### config.mk
export PLATFORM = sky130hd
export DESIGN_NAME = alu_writeback
export DESIGN_NICKNAME = d
export VERILOG_FILES = /design/src/rtl/alu_writeback.sv
export SDC_FILE = /design/constraint.sdc
export NUM_CORES = 1
export LEC_CHECK = 0
export CORE_MARGIN = 1
export CORE_UTILIZATION = 60
export CTS_BUF_LIST = sky130_fd_sc_hd__clkbuf_4 sky130_fd_sc_hd__clkbuf_8
export CTS_CLUSTER_SIZE = 8
export DETAILED_ROUTE_END_ITERATION = 6
export PLACE_DENSITY = 0.95
export SYNTH_ARGS = -nofsm -noshare
export SYNTH_HDL_FRONTEND = slang
export SYNTH_SLANG_ARGS = --single-unit
### constraint.sdc
create_clock -name clk -period 4 [get_ports clk]
set_input_delay 0.8 -clock clk [delete_from_list [all_inputs] [get_ports clk]]
set_output_delay 0.8 -clock clk [all_outputs]
set_load 0.02 [all_outputs]
### src/rtl/alu_writeback.sv
// Writeback stage after the ALU: retires results into an 8x8 register file,
// latches status flags, and splits MUL products across two registers.
module alu_writeback #(
    parameter  int NREGS = 8,
    parameter  int DW    = 8,
    parameter  int CW    = 16,
    localparam int AW    = $clog2(NREGS)
) (
    input  logic          clk,
    input  logic          rst,
    input  logic          in_valid,
    output logic          in_ready,
    input  logic [3:0]    in_opcode,
    input  logic [AW-1:0] in_rd,
    input  logic [DW-1:0] in_res,
    input  logic [DW-1:0] in_msb,
    input  logic [3:0]    in_flag,
    input  logic [AW-1:0] rs_a_addr,
    output logic [DW-1:0] rs_a_data,
    input  logic [AW-1:0] rs_b_addr,
    output logic [DW-1:0] rs_b_data,
    output logic [3:0]    flags_q,
    output logic          wb_done,
    output logic          illegal_op,
    output logic [CW-1:0] retired_cnt
);

    typedef enum logic {
        IDLE  = 1'b0,
        WR_HI = 1'b1
    } state_t;

    localparam logic [3:0] OP_MUL = 4'b1101;

    state_t        state_q;
    logic [DW-1:0] rf_q [NREGS];
    logic [DW-1:0] hi_data_q;
    logic [AW-1:0] hi_addr_q;

    logic accept;
    logic op_mul;
    logic op_illegal;

    assign in_ready   = (state_q == IDLE);
    assign accept     = in_valid & in_ready;
    assign op_mul     = (in_opcode == OP_MUL);
    assign op_illegal = (in_opcode == 4'b1100) | (in_opcode == 4'b1110) |
                        (in_opcode == 4'b1111);

    // No write bypass: a write lands in the array and is seen next cycle.
    assign rs_a_data = rf_q[rs_a_addr];
    assign rs_b_data = rf_q[rs_b_addr];

    always_ff @(posedge clk) begin
        if (rst) begin
            state_q     <= IDLE;
            flags_q     <= '0;
            wb_done     <= 1'b0;
            illegal_op  <= 1'b0;
            retired_cnt <= '0;
            hi_data_q   <= '0;
            hi_addr_q   <= '0;
            for (int i = 0; i < NREGS; i++) begin
                rf_q[i] <= '0;
            end
        end else begin
            wb_done    <= 1'b0;
            illegal_op <= 1'b0;
            unique case (state_q)
                IDLE: begin
                    if (accept) begin
                        if (op_illegal) begin
                            illegal_op  <= 1'b1;
                            wb_done     <= 1'b1;
                            retired_cnt <= retired_cnt + 1'b1;
                        end else begin
                            rf_q[in_rd] <= in_res;
                            flags_q     <= in_flag;
                            if (op_mul) begin
                                // Address wraps naturally in AW bits (7 -> 0).
                                hi_data_q <= in_msb;
                                hi_addr_q <= in_rd + AW'(1);
                                state_q   <= WR_HI;
                            end else begin
                                wb_done     <= 1'b1;
                                retired_cnt <= retired_cnt + 1'b1;
                            end
                        end
                    end
                end
                WR_HI: begin
                    rf_q[hi_addr_q] <= hi_data_q;
                    wb_done         <= 1'b1;
                    retired_cnt     <= retired_cnt + 1'b1;
                    state_q         <= IDLE;
                end
                default: state_q <= IDLE;
            endcase
        end
    end

endmodule

After elaboration in Yosys (flattened, before gate mapping)

Memories as Yosys holds them, arrays and structs flattened.
Index checks and enable logic that the tools add are counted.

Register bits: 34
Bits in latches: 0
Memory bits (writable): 64
ROM bits: 0
Bits of input ports: 36
Output and inout port bits: 39
Logic and storage cells: 57
Memories: 1

Add/subtract/negate cells: 2
$mul: 0
Div/mod/pow operators: 0
Order comparisons: 0
Eq/ne operators: 6
Shift operators: 0
Muxes and demuxes: 29
Bitwise gates (word level): 6
Reductions and logical operators: 6

Memory list:

| memory | depth | width | read ports | clocked after memory_dff | wr ports | line | RTL |
|---|---|---|---|---|---|---|---|
| rf_q   | 8     | 8     | 2          | 0                        | 8        | 36   | `logic [DW-1:0] rf_q [NREGS];` |

Operators by type and width:

| kind                                                                     | count |
|---|---|
| 16-bit 2-to-1 mux                                                        | 3 |
| 16-bit case mux with 2 select lines                                      | 1 |
| 1-bit 2-to-1 mux                                                         | 19 |
| 16-bit by 1-bit adder with 16-bit output (second input constant)         | 1 |
| 4-bit equality test (second input constant)                              | 4 |
| 8-bit 2-to-1 mux                                                         | 2 |
| 8-bit OR reduction                                                       | 2 |
| 3-bit 2-to-1 mux                                                         | 2 |
| 1-bit case mux with 2 select lines                                       | 2 |
| 4-bit AND reduction                                                      | 1 |
| 3-bit by 1-bit adder with 3-bit output (second input constant)           | 1 |
| 3-bit by 2-bit inequality test with 1-bit output (second input constant) | 1 |
| 1-bit NOT                                                                | 3 |
| 3-bit AND reduction                                                      | 1 |
| 3-bit OR reduction                                                       | 1 |
| 2-bit by 1-bit inequality test with 1-bit output (second input constant) | 1 |
| 1-bit OR                                                                 | 2 |
| 2-bit AND reduction                                                      | 1 |
| 1-bit AND                                                                | 1 |

Longest topological paths before layout

Word-level depth: 11
Depth in mapped cells: 6
Depth with buffers taken out: 5

Worst setup path after synthesis

No wires, ideal clock.

Path type: input to output
Start point: input rs_a_addr[0]
End point: output rs_a_data[0]
Data arrival time: 2.165 ns
Required time: 3.200 ns
Setup slack: 1.035 ns
Cell stages on the path: 4
Path buffers: 2
Cell sequence: buf_2 buf_2 mux4_2 mux2_2

Longest elaborated chain between the ends: 1

Ends and longest elaborated chain:

| what                  | line | RTL |
|---|---|---|
| start, declared       | 18   | `input logic [AW-1:0] rs_a_addr,` |
| memory read 8 x 8 bit | n/a  |  |
| end, declared         | 19   | `output logic [DW-1:0] rs_a_data,` |

Every way passes these cells.

Worst setup path in the final report

Start point: input rs_b_addr[0]
End point: output rs_b_data[0]

Longest elaborated chain between the ends: 1

Ends and longest elaborated chain:

| what                  | line | RTL |
|---|---|---|
| start, declared       | 20   | `input logic [AW-1:0] rs_b_addr,` |
| memory read 8 x 8 bit | n/a  |  |
| end, declared         | 21   | `output logic [DW-1:0] rs_b_data,` |

Every way passes these cells.

==> reports/qor.csv <==
stage;metric;value;unit
power_and_ir_drop;VDD IR max;0.188;mV
clocking;Clk pin slew, worst setup/hold paths;90;ps
finish;Ant. Diodes;0;
yosys;Post-synth EDFFs;64;
job;maxcap violations;0;
setup_path;slowest cell on the critical path;clkdlybuf4s50_1;
setup_path;Crit path max-delay family;buffers and inverters;
timing;unrepaired setup endpoints after global routing;false;
finish;cell area after layout;0.00598;mm²
yosys;syn_area_per_cell;12.9;µm²
floorplan;number of core rows;32;
placed_design;DP Area;0.00577;mm²
clocking;CTS root buf;clkbuf_8;
routing;DR DRC count;0;
power_and_ir_drop;power share of the clock group;32.0;%
timing;worst setup margin;337;ps
yosys;post-synthesis cell area;0.00492;mm²
power_and_ir_drop;sw power;528;µW
finish;multi-input combinational cell area;0.00220;mm²
clocking;clock latency on the worst-skew pair;360;ps
finish;Layout Nets;492;
clocking;CTS H-tree depth;3;
yosys;share of the synthesized area in the top cell type;39.0;%
setup_path;data required time of the worst path;3200;ps
setup_path;critical path's largest stage delay;550;ps
routing;DR vias;3524;
grt;pin count of the biggest net entering global routing;34;
clocking;clock sinks;98;
yosys;ys flop type;edfxtp_1;
power_and_ir_drop;Int Pwr;1550;µW
setup_path;Startpoint Class;primary input;
floorplan;initial core utilization;62.7;%
setup_path;most used cell, CP;clkdlybuf4s50_1;
worst_hold_path;worst min path class;reg -> reg;
timing;slew margin rel.;33.8;%
clocking;Post-CTS Setup Inserts;0;
yosys;Commonest cells post-synth;nor2_1 (83), edfxtp_1 (64), dfxtp_1 (34);
timing;fin. max-slew vios;0;
clocking;total CTS buffers;9;
placed_design;DP HPWL;8.55;mm
clocking;hold buffer count at cts;0;
grt;antenna violations before repair;0;
finish;register area;0.00260;mm²
routing;per-cell routed wire length;20.7;µm
yosys;Warnings, synthesis;0;
power_and_ir_drop;power share of the combinational group;13.7;%
setup_path;critical path fanouts, max;16;
outcome;outcome;completed;
grt;total grt overflow;0;
yosys;top-count cell post-synth;nor2_1;
finish;Area Overhead vs Synth;21.4;%
floorplan;Die Height;92.6;µm
setup_path;WP buf/inv;3;
grt;GRT Util Overall;28.8;%
yosys;register area share after synthesis;52.9;%
floorplan;total core area;0.00785;mm²
timing;Worst Tran Pin Value;965;ps
routing;initial DRC count;225;
floorplan;Die Width;92.6;µm
timing;Peak Freq;273;MHz
yosys;flops & latches, synth;98;
timing;setup tns final;0;ps
routing;final wirelength;11.6;mm
floorplan;Ports;75;
power_and_ir_drop;Sw Share;25.4;%
clocking;CTS tree;yes;
clocking;Max Root-Sink Buffers;2;
timing;period utilisation layout;91.6;%
routing;Via density;6.28;
grt;via count of the first global-routing pass;3512;
setup_path;Critical Path AT;2860;ps
power_and_ir_drop;power share of the sequential group;54.3;%
yosys;Yosys top cell by area;edfxtp_1;
clocking;post-CTS sizing;0;
timing;Final Hold Violating Endpoints;0;
yosys;Syn Nets;420;
setup_path;CP Capture Type;output port;
yosys;Distinct cells, synth;48;
grt;first-pass GRT wire length;18.2;mm
setup_path;CP Cell Sequence;clkdlybuf4s50_1 > buf_12 > mux4_2 > mux2_2 > clkdlybuf4s50_1;
placed_design;global placement routability congestion;0.851;
timing;final setup fails;0;
yosys;Syn Inst Count;382;
setup_path;Crit Path Category;in -> out;
yosys;ys async rst share;0;%
placed_design;dpl ws;330;ps
power_and_ir_drop;Pwr per Cell Area;348;mW/mm²
routing;antenna-violating nets left;0;
finish;FILL cells;500;
routing;drt first pass iters;5;
timing;Final min period;3660;ps
finish;fraction of layout cells with a size suffix above 1;19.8;%
floorplan;die area;0.00857;mm²
yosys;Area contributors post-synth;edfxtp_1 (39%), mux4_2 (15%), dfxtp_1 (14%), nor2_1 (6.3%), mux2i_1 (4.5%);
placed_design;Port Buf Inserts;74;
power_and_ir_drop;Static Leak;0.00216;µW
timing;skew final;6.05;ps
kinds of logic (layout without fill, tap and decap cells):
| logic type | count (synthesis) | after routing | share of synthesized area (%) |
|---|---|---|---|
| AOI/OAI and AO/OA | 45 | 45 | 7.52 |
| xor gates and xnor gates | 3 | 3 | 0.534 |
| adders and majority gates | 2 | 2 | 0.508 |
| buffers and inverters | 25 | 102 | 2.41 |
| DFF | 98 | 98 | 52.9 |
| muxes | 71 | 71 | 23.0 |
| and+or+nand+nor | 138 | 138 | 13.2 |
power groups by stage:
stage	logic [µW]	registers, µW	clock network, µW
4_1_cts	286	1130	671
5_1_grt	302	1130	712
3_3_place_gp	275	1150	0
3_5_place_dp	285	1150	0
2_1_floorplan	163	1150	0
6_report	285	1130	665
registers in the layout, summed over array words and instances, names as in the netlist:
signal       cells
state_q          1
wb_done          1
flags_q          4
rf_q            64
hi_addr_q        3
retired_cnt     16
illegal_op       1
hi_data_q        8
per-stage QoR:
step           hold WS, ps  utilization, %  total power, µW  instances
2_1_floorplan          460               -             1310        382
3_3_place_gp           473            73.5             1420        545
3_5_place_dp           481            73.5             1440        545
4_1_cts                505            76.2             2090        561
5_1_grt                517            76.2             2150        561
6_report               502            76.2             2080        561
cell usage in the layout (no fill, tap or decap), types with 3 or more instances in the layout:
cell type,Yosys,routed
inv_6,0,3
mux2_2,17,17
o31ai_1,5,5
nand2b_1,3,3
or4_1,5,5
o21ai_0,6,6
o2111ai_2,4,4
o211ai_2,4,4
a31o_2,4,4
a21oi_1,11,11
nand2_1,17,17
inv_1,4,4
nand3_1,5,5
buf_4,0,5
nor4_1,3,3
nor2_1,83,83
dfxtp_1,34,34
clkbuf_8,0,9
mux4_2,32,32
edfxtp_1,64,64
mux2i_1,22,22
clkdlybuf4s50_1,0,74
or3_1,6,6
worst paths after layout:
path / from / end / slack [ps] / cells after the start
max: rs_b_addr[0] / rs_b_data[0] / 340 / 5
min: hi_data_q[2]$_SDFFE_PP0P_ / hi_data_q[2]$_SDFFE_PP0P_ / 500 / 2
max reg2reg: state_q$_SDFF_PP0_ / rf_q[1][6]$_SDFFCE_PN0P_ / 1450 / 4
min reg2reg: hi_data_q[2]$_SDFFE_PP0P_ / hi_data_q[2]$_SDFFE_PP0P_ / 500 / 2
worst reg2reg max path: stages (launching register included):
cell and delay [ps]:
dfxtp_1 770, and3b_1 340, a21o_1 220, o2111ai_2 360, nand2_1 510
cell type report:
type                            count  share of cell area [%]
Clock buffer                        9                    2.07
Sequential cell                    98                    43.5
Tap cell                          102                    2.14
Timing Repair Buffer               81                    13.7
Inverter                            5                   0.314
Clock inverter                      7                    1.40
Multi-Input combinational cell    259                    36.8
metal layers:
metal  vias to the layer above  GRT usage, %  share of wire (%)
met5                         -             0                  0
met4                         0          11.3                2.7
met3                        21          7.06                7.4
met2                       168          49.7                 53
met1                      1728          34.7                 37
li1                       1607             -                  -
Power figures use the tool's default switching activity.
